===== src/rtl/dpram_arb_pkg.sv =====
// rtl/dpram_arb_pkg.sv - shared types and round-robin pick helper for the DPRAM port arbiter
package dpram_arb_pkg;

    typedef enum logic {
        ARB_IDLE = 1'b0,
        ARB_BUSY = 1'b1
    } arb_state_e;

    // Upper bound on requesters the pick helper can scan; callers zero-extend into this width.
    localparam int unsigned MaxReq = 32;
    localparam int unsigned PickIdxW = 5;

    typedef struct packed {
        logic                valid;
        logic [PickIdxW-1:0] idx;
    } rr_pick_t;

    // First active request scanning prio, prio+1, ... wrapping at num (num need not be a power of 2).
    function automatic rr_pick_t rr_pick(
        input logic [MaxReq-1:0] req,
        input int unsigned       num,
        input int unsigned       prio
    );
        rr_pick_t    res;
        int unsigned k;
        res = '0;
        for (int unsigned i = 0; i < MaxReq; i++) begin
            if ((i < num) && !res.valid) begin
                k = prio + i;
                if (k >= num) begin
                    k = k - num;
                end
                if (req[k[PickIdxW-1:0]]) begin
                    res.valid = 1'b1;
                    res.idx   = k[PickIdxW-1:0];
                end
            end
        end
        return res;
    endfunction

endpackage


===== src/rtl/dpram_port_arbiter_rr_picker.sv =====
// rtl/dpram_port_arbiter_rr_picker.sv - combinational round-robin winner selection
module rr_picker
    import dpram_arb_pkg::*;
#(
    parameter int unsigned NumReq = 2,
    parameter int unsigned IdxW   = (NumReq > 1) ? $clog2(NumReq) : 1
) (
    input  logic [NumReq-1:0] req_i,
    input  logic [IdxW-1:0]   prio_i,
    output logic [IdxW-1:0]   idx_o,
    output logic              valid_o
);

    logic [MaxReq-1:0] w_req_ext;
    rr_pick_t          w_pick;

    // Widen the request vector to the helper's fixed width and run the scan.
    always_comb begin
        w_req_ext             = '0;
        w_req_ext[NumReq-1:0] = req_i;
        w_pick                = rr_pick(w_req_ext, NumReq, {{(32 - IdxW){1'b0}}, prio_i});
        valid_o               = w_pick.valid;
        idx_o                 = w_pick.idx[IdxW-1:0];
    end

endmodule


===== src/rtl/dpram_port_arbiter.sv =====
// rtl/dpram_port_arbiter.sv - round-robin sharing of the DPRAM core port with hold-until-hit and watchdog
module dpram_port_arbiter
    import dpram_arb_pkg::*;
#(
    parameter int unsigned NumReq        = 2,
    parameter int unsigned AddrWidth     = 32,
    parameter int unsigned DataWidth     = 32,
    parameter int unsigned ByteLength    = 8,
    parameter int unsigned TimeoutCycles = 64
) (
    input  logic                                         clk_i,
    input  logic                                         rstn_i,
    input  logic [NumReq-1:0][AddrWidth-1:0]             req_addr_i,
    input  logic [NumReq-1:0]                            req_wren_i,
    input  logic [NumReq-1:0][DataWidth-1:0]             req_wdata_i,
    input  logic [NumReq-1:0][DataWidth/ByteLength-1:0]  req_wmask_i,
    input  logic [NumReq-1:0]                            req_rden_i,
    output logic [NumReq-1:0][DataWidth-1:0]             req_rdata_o,
    output logic [NumReq-1:0]                            req_hit_o,
    output logic [AddrWidth-1:0]                         m_addr_o,
    output logic                                         m_wren_o,
    output logic [DataWidth-1:0]                         m_wdata_o,
    output logic [DataWidth/ByteLength-1:0]              m_wmask_o,
    output logic                                         m_rden_o,
    input  logic [DataWidth-1:0]                         m_rdata_i,
    input  logic                                         m_hit_i,
    output logic [NumReq-1:0]                            grant_o,
    output logic                                         timeout_o
);

    localparam int unsigned IdxW = (NumReq > 1) ? $clog2(NumReq) : 1;
    localparam int unsigned WdW  = $clog2(TimeoutCycles) + 1;

    arb_state_e       r_state;
    logic [IdxW-1:0]  r_prio;
    logic [IdxW-1:0]  r_grant;
    logic [WdW-1:0]   r_wdog;
    logic             r_timeout;

    logic [NumReq-1:0] w_req;
    logic [IdxW-1:0]   w_win;
    logic              w_win_valid;
    logic [IdxW-1:0]   w_sel_idx;
    logic              w_active;

    function automatic logic [IdxW-1:0] next_idx(input logic [IdxW-1:0] x);
        if (x == IdxW'(NumReq - 1)) begin
            return '0;
        end
        return x + 1'b1;
    endfunction

    assign w_req     = req_rden_i | req_wren_i;
    assign timeout_o = r_timeout;

    rr_picker #(
        .NumReq (NumReq),
        .IdxW   (IdxW)
    ) u_picker (
        .req_i   (w_req),
        .prio_i  (r_prio),
        .idx_o   (w_win),
        .valid_o (w_win_valid)
    );

    // Read data goes to everyone; each requester qualifies it with its own hit.
    for (genvar g = 0; g < NumReq; g++) begin : g_rdata
        assign req_rdata_o[g] = m_rdata_i;
    end

    // Owner selection: the locked grant while BUSY, the fresh winner while IDLE; held at zero during reset.
    always_comb begin
        w_sel_idx = (r_state == ARB_BUSY) ? r_grant : w_win;
        w_active  = rstn_i && ((r_state == ARB_BUSY) || w_win_valid);
        m_addr_o  = '0;
        m_wren_o  = 1'b0;
        m_wdata_o = '0;
        m_wmask_o = '0;
        m_rden_o  = 1'b0;
        req_hit_o = '0;
        grant_o   = '0;
        if (w_active) begin
            m_addr_o           = req_addr_i[w_sel_idx];
            m_wren_o           = req_wren_i[w_sel_idx];
            m_wdata_o          = req_wdata_i[w_sel_idx];
            m_wmask_o          = req_wmask_i[w_sel_idx];
            m_rden_o           = req_rden_i[w_sel_idx];
            grant_o[w_sel_idx] = 1'b1;
            req_hit_o[w_sel_idx] = m_hit_i && w_req[w_sel_idx];
        end
    end

    // Arbitration FSM with watchdog and sticky timeout flag.
    always_ff @(posedge clk_i or negedge rstn_i) begin
        if (!rstn_i) begin
            r_state   <= ARB_IDLE;
            r_prio    <= '0;
            r_grant   <= '0;
            r_wdog    <= '0;
            r_timeout <= 1'b0;
        end else begin
            case (r_state)
                ARB_IDLE: begin
                    if (w_win_valid) begin
                        if (m_hit_i) begin
                            r_prio <= next_idx(w_win);
                        end else begin
                            r_grant <= w_win;
                            r_wdog  <= WdW'(1);
                            r_state <= ARB_BUSY;
                        end
                    end
                end
                ARB_BUSY: begin
                    if (w_req[r_grant] && m_hit_i) begin
                        r_prio  <= next_idx(r_grant);
                        r_state <= ARB_IDLE;
                    end else if (!w_req[r_grant]) begin
                        r_prio  <= next_idx(r_grant);
                        r_state <= ARB_IDLE;
                    end else if (r_wdog == WdW'(TimeoutCycles - 1)) begin
                        r_timeout <= 1'b1;
                        r_prio    <= next_idx(r_grant);
                        r_state   <= ARB_IDLE;
                    end else if (r_wdog != {WdW{1'b1}}) begin
                        r_wdog <= r_wdog + 1'b1;
                    end
                end
                default: begin
                    r_state <= ARB_IDLE;
                end
            endcase
        end
    end

endmodule

===== config.mk =====
export PLATFORM = sky130hd
export DESIGN_NAME = dpram_port_arbiter
export DESIGN_NICKNAME = d
export VERILOG_FILES = /design/src/rtl/dpram_arb_pkg.sv /design/src/rtl/dpram_port_arbiter_rr_picker.sv /design/src/rtl/dpram_port_arbiter.sv
export SDC_FILE = /design/constraint.sdc
export NUM_CORES = 1
export LEC_CHECK = 0
export CORE_AREA = 5 5 120 122
export CTS_BUF_LIST = sky130_fd_sc_hd__clkbuf_2 sky130_fd_sc_hd__clkbuf_4 sky130_fd_sc_hd__clkbuf_8
export CTS_CLUSTER_SIZE = 28
export DETAILED_ROUTE_END_ITERATION = 7
export DIE_AREA = 0 0 125 127
export DONT_BUFFER_PORTS = 1
export SLEW_MARGIN = 20
export SYNTH_ARGS = -nofsm -noshare
export SYNTH_HDL_FRONTEND = slang
export SYNTH_SLANG_ARGS = --single-unit
export TNS_END_PERCENT = 5

===== constraint.sdc =====
create_clock -name clk_i -period 2.5 [get_ports clk_i]
set_clock_uncertainty 0.15 [all_clocks]
set_input_delay 0.375 -clock clk_i [delete_from_list [all_inputs] [get_ports clk_i]]
set_output_delay 0.375 -clock clk_i [all_outputs]
set_load 0.05 [all_outputs]

Word level (Yosys, flattened, before mapping)
Index checks and enable logic that the tools add are counted.
Cells by class
  add/subtract/negate cells: 6
  order comparisons: 7
  equal/unequal tests: 10
  multiplexer cells: 73
  bitwise gates (word level): 5
  reductions and logical operators: 9
Operators with widths (count)
  32-bit two-way mux: 6
  1-bit two-way mux: 44
  7-bit two-way mux: 6
  32-bit by 2-bit >= comparator with 1-bit output, second input constant: 1
  6-bit two-way mux: 3
  5-bit two-way mux: 3
  7-bit one-hot mux with 2 select lines: 1
  5-bit by 6-bit less-than comparator with 1-bit output, second input constant: 2
  4-bit two-way mux: 3
  1-bit binary-select mux with 5-bit select: 2
  2-bit inequality test, second input constant: 4
  7-bit by 1-bit adder with 7-bit output, second input constant: 1
  7-bit by 6-bit == test with 1-bit output, second input constant: 1
  7-bit inequality test, second input constant: 1
  2-bit by 1-bit inequality test with 1-bit output, second input constant: 3
  3-bit AND reduction: 2
  6-bit AND reduction: 1
  5-bit by 2-bit subtractor with 5-bit output, second input constant: 1
  1-bit logical AND: 4
  1-bit by 2-bit less-than comparator with 1-bit output, second input constant: 2
  2-bit two-way mux: 2
  4-bit by 2-bit inequality test with 1-bit output, second input constant: 1
  1-bit one-hot mux with 2 select lines: 2
  4-bit AND reduction: 1
  other kinds (10): 13
Word-level totals
  flip-flop bits (word level): 11
  input port bits: 175
  output and inout port bits: 139

Logic depth before layout (Yosys ltp)
  depth in word-level cells: 18
  mapped depth: 7
  mapped depth without buffers: 6

Hierarchy
Synthesis repeated with hierarchy kept, for this count alone.
Unflattened totals
  cells, all modules: 214
  area total of the unflattened synthesis: 1814.2 um^2
Modules (own cells, without submodules)
  dpram_port_arbiter: instances 1, cells each 211, area each 1796.7 um^2, seq. area each 275.3 um^2
  rr_picker: instances 1, cells each 3, area each 17.5 um^2, seq. area each 0.0 um^2

Worst setup path before layout
OpenSTA, ideal clock, no wires.
  kind: in2out
  from: input port req_wren_i[0]
  to: output port req_hit_o[1]
  arrival: 2012 ps
  path slack: -37 ps
  stages: 7
  buffers on the path: 2
  path through: nor2_1 > o22ai_1 > o21ai_0 > and2_1 > buf_2 > buf_2 > o311a_1
On the way
  word-level cells in the longest chain between the ends: 13
  elaborated cells between the ends (all ways): 21
  those cells by class: 2 x order compare; 13 x mux; 2 x bitwise; 4 x reduce/logical
Ends and longest elaborated chain
  start, declared: RTL line dpram_port_arbiter.sv:14  | input logic [NumReq-1:0] req_wren_i,
  2-bit OR (*): RTL line dpram_port_arbiter.sv:53  | assign w_req = req_rden_i | req_wren_i;
  1-bit binary-select mux with 5-bit select: RTL line dpram_arb_pkg.sv:33  | if (req[k[PickIdxW-1:0]]) begin
  1-bit two-way mux (implied by the code): RTL line dpram_arb_pkg.sv:33
  6-bit two-way mux (2 in series): RTL line dpram_arb_pkg.sv:33
  6-bit two-way mux: RTL line dpram_arb_pkg.sv:28  | if ((i < num) && !res.valid) begin
  1-bit two-way mux: RTL line dpram_port_arbiter.sv:73  | w_sel_idx = (r_state == ARB_BUSY) ? r_grant : w_win;
  1-bit by 2-bit less-than comparator with 1-bit output (implied by the code) / 1-bit >= comparator (equally long branches): RTL line dpram_port_arbiter.sv:89  | req_hit_o[w_sel_idx] = m_hit_i && w_req[w_sel_idx];
  1-bit logical AND (implied by the code): RTL line dpram_port_arbiter.sv:89
  1-bit two-way mux (implied by the code): RTL line dpram_port_arbiter.sv:89
  1-bit demux with 1-bit select: RTL line dpram_port_arbiter.sv:89
  2-bit AND (no source line)
  2-bit two-way mux (*): RTL line dpram_port_arbiter.sv:82  | if (w_active) begin
  end, declared: RTL line dpram_port_arbiter.sv:19  | output logic [NumReq-1:0] req_hit_o,
Every way passes the cells marked *; elsewhere a longest branch is shown, timed or not. The select of a mux whose other input is x is not followed.

Worst setup path after layout
  from: register r_state
  to: output port req_hit_o[0]
On the way
  word-level cells in the longest chain between the ends: 7
  elaborated cells between the ends (all ways): 13
  those cells by class: 2 x order compare; 6 x mux; 1 x bitwise; 4 x reduce/logical
Ends and longest elaborated chain
  start, declared: RTL line dpram_port_arbiter.sv:34  | arb_state_e r_state;
  start signal, assigned: RTL line dpram_port_arbiter.sv:96  | r_state <= ARB_IDLE;
  start signal, assigned: RTL line dpram_port_arbiter.sv:110  | r_state <= ARB_BUSY;
  start signal, assigned: RTL line dpram_port_arbiter.sv:117  | r_state <= ARB_IDLE;
  1-bit two-way mux: RTL line dpram_port_arbiter.sv:73
  1-bit by 2-bit less-than comparator with 1-bit output (implied by the code) / 1-bit >= comparator (equally long branches): RTL line dpram_port_arbiter.sv:89
  1-bit logical AND: RTL line dpram_port_arbiter.sv:89
  1-bit two-way mux (implied by the code): RTL line dpram_port_arbiter.sv:89
  1-bit demux with 1-bit select: RTL line dpram_port_arbiter.sv:89
  2-bit AND (no source line)
  2-bit two-way mux (*): RTL line dpram_port_arbiter.sv:82
Marked as above.

==> flow_summary.ini <==
[outcome]
status = finished, final reports clean

[job]
maxCapViolations = 0

[routing]
drt_pre_antenna_iters = 4
vias = 1838
drt_iter0_drc = 41
drtAntennaViolNets = 0
totalWireLength_um = 9618
drc = 0
wire_per_inst_um = 23.93
viasPerCell = 4.572

[timing]
rsz0062_at_grt = no
drv_slew = 0
fin_setup_tns_ps = 0
max_freq_ghz = 0.4181
fin_ws_ps = 108.1
hold_viol_final = 0
setup_viol = 0
finalCritPeriodShare_pct = 95.68
relSlewSlack_pct = 64.95
tightest_slew_ps = 524.1
period_minus_slack_ps = 2392

[layout]
antenna_cells = 0
multiInputGateArea_um2 = 975.9
drive_gt1_share_pct = 39.38
final_cell_mix = buf_12, a22o_1, dfrtp_1, nor2_1, nand2_1
areaGrowthSynthToFinish_pct = 69.75
seq_area_um2 = 276.5
postLayoutCellArea_um2 = 3075
fin_util_pct = 23.50
fillers = 1367
final_common_cell = buf_12
fin_nets = 403

[clocking]
cts_tree = done
post_cts_buffers = 0
numClockSinks = 11
cts_made_buffers = 3
path_clk_slew_ps = 50
clockRootBuffer = clkbuf_8
htreeDepth = 1
clk_latency_ps = 240
cts_max_path_buffers = 2

[logic_synthesis]
synth_area_um2 = 1812
synth-edff-count = 0
synth.avg_cell_area_um2 = 8.052
ys_seq_area_share_pct = 15.19
synth_seq_cells = 11
syn_nets = 401
synthDistinctLibCells = 29
synthCells = 225
synthFlopType = dfrtp_1
ys_warn_count = 0
ys_async_sr_fraction_pct = 100.0

[power]
switchingPower_mw = 1.753
powerDensity_nw_per_um2 = 1116
clockPowerShare_pct = 5.6
switching_share_pct = 51.09
combPwrFrac_pct = 86.6
p_seq_share_pct = 7.8
leakagePower_nw = 1.229
p_int_mw = 1.678
ir_drop_v = 0.0004672

[floorplanning]
dieArea_um2 = 15880
die_w_um = 125
ios = 314
initial_core_util_pct = 13.85
chipHeight_um = 127
core_area_um2 = 13090
num_rows = 42

[setup_path]
cp_slowest_cell = dfrtp_2
critPathMaxStageDelay_ps = 470
rr_worst_depth = 6
start_kind = flop
reg2reg_setup_slack_ps = 430
path_class = reg2out
worstPathRequired_ps = 1980
worstPathCellList = nor3_1 -> o21a_4 -> buf_4 -> and3_1 -> buf_12
reg2reg_to = r_wdog[3]
critPathArrivalTime_ps = 1870
critPathLaunch = r_state
crit_fanout = 10
reg2reg_from = r_wdog[0]
end_kind = primary output

[placed_design]
gp_congestion = 0.7667
place_area_um2 = 2989
dpl_worst_slack_ps = 34.49
portBuffers = 0
hpwl_um = 8132

[min_path]
min_from = m_hit_i
whs_endpoint = r_wdog[1]
hold_class = in2reg
hold_depth = 1

[grt]
grt_start_max_net_pins = 70
grt_use_total_pct = 10.39
grt_pass1_wl_um = 12650
grt_pass1_vias = 1997
overflow = 0
antenna_found_initial = 0
## cells in the mapped netlist, types with 2 or more instances
| cell type | number | area [um2] |
|---|---|---|
| a21oi_1 | 6 | 30.03 |
| a22o_1 | 70 | 613.1 |
| and2_1 | 2 | 12.51 |
| buf_2 | 4 | 20.02 |
| buf_4 | 64 | 480.5 |
| clkbuf_1 | 14 | 52.55 |
| dfrtp_1 | 11 | 275.3 |
| inv_1 | 2 | 7.510 |
| mux2i_1 | 2 | 20.02 |
| nand2_1 | 8 | 30.03 |
| nand3_1 | 3 | 15.01 |
| nor2_1 | 8 | 30.03 |
| nor3_1 | 4 | 20.02 |
| o21ai_0 | 5 | 25.02 |
| o31ai_1 | 5 | 37.54 |
| or3_1 | 3 | 18.77 |
| or4_1 | 2 | 15.01 |
## power by group through the flow
stage                     registers (mW)  clock network (mW)  logic, mW
after CTS                          0.264               0.198       2.96
final                              0.267               0.194       2.97
after global placement             0.262                   0       2.92
after global routing               0.272               0.205       3.09
after floorplan                    0.253                   0       1.82
after detailed placement           0.268                   0       2.95
## stage by stage
stage / cells / hold slack (ps) / power, mW
finish: 402 / 85.71 / 3.431
global route: 402 / 87.15 / 3.571
CTS: 401 / 82.76 / 3.426
detailed placement: 396 / -70.20 / 3.217
global placement: 396 / -70.21 / 3.185
floorplan: 225 / -70.59 / 2.074
## state kept, by name, summed over array words and instances (netlist names)
name	count
r_state	1
r_wdog	7
r_prio	1
timeout_o	1
r_grant	1
## how the worst max path moves through the flow
stage,end,cells after the start
after global routing,m_wdata_o[17],6
final,req_hit_o[0],5
after CTS,m_addr_o[8],6
after global placement,m_addr_o[8],7
after detailed placement,m_addr_o[8],7
after floorplan,m_addr_o[23],7
## layer usage
metal	GRT usage (%)	up-vias	part of all wire (%)
met5	0	-	0
met4	3.125	0	2.0
met3	4.633	23	11
met2	19.87	170	55
met1	10.03	853	31
li1	-	792	-
## cells by family (layout without fill, tap and decap cells)
family                   count (synthesis)  after routing  synth area share [%]
adder cells (fa/ha/maj)                  1              1                0.6905
flip-flops                              11             11                 15.19
AND/OR/NAND/NOR                         33             33                 8.909
AO/OA/AOI/OAI                           92             92                 41.71
buffers and inverters                   85             86                 31.56
multiplexers                             3              3                 1.934
## repair_timing
| item | 4_1_cts | 5_1_grt |
|---|---|---|
| setup endpoints to repair | 0 | 70 |
| hold buffers | 1 | 0 |
| resized for setup | 0 | 3 |
| endpoints found under the hold margin | 11 | 0 |
## area by class of cell
class / count / share of cell area [%]
clock buffer: 4 / 1.587
tap: 176 / 7.160
sequential: 11 / 8.991
inverter: 2 / 0.2441
multi-input combinational: 129 / 31.73
timing repair buffer: 80 / 50.28
## critical path, delay by kind of cell, from the launching register on
family | cells | cell delay, ps
flops | 1 | 470
compound gates | 1 | 170
buf+inv | 2 | 430
simple gates | 2 | 540
Power figures use the tool's default switching activity.
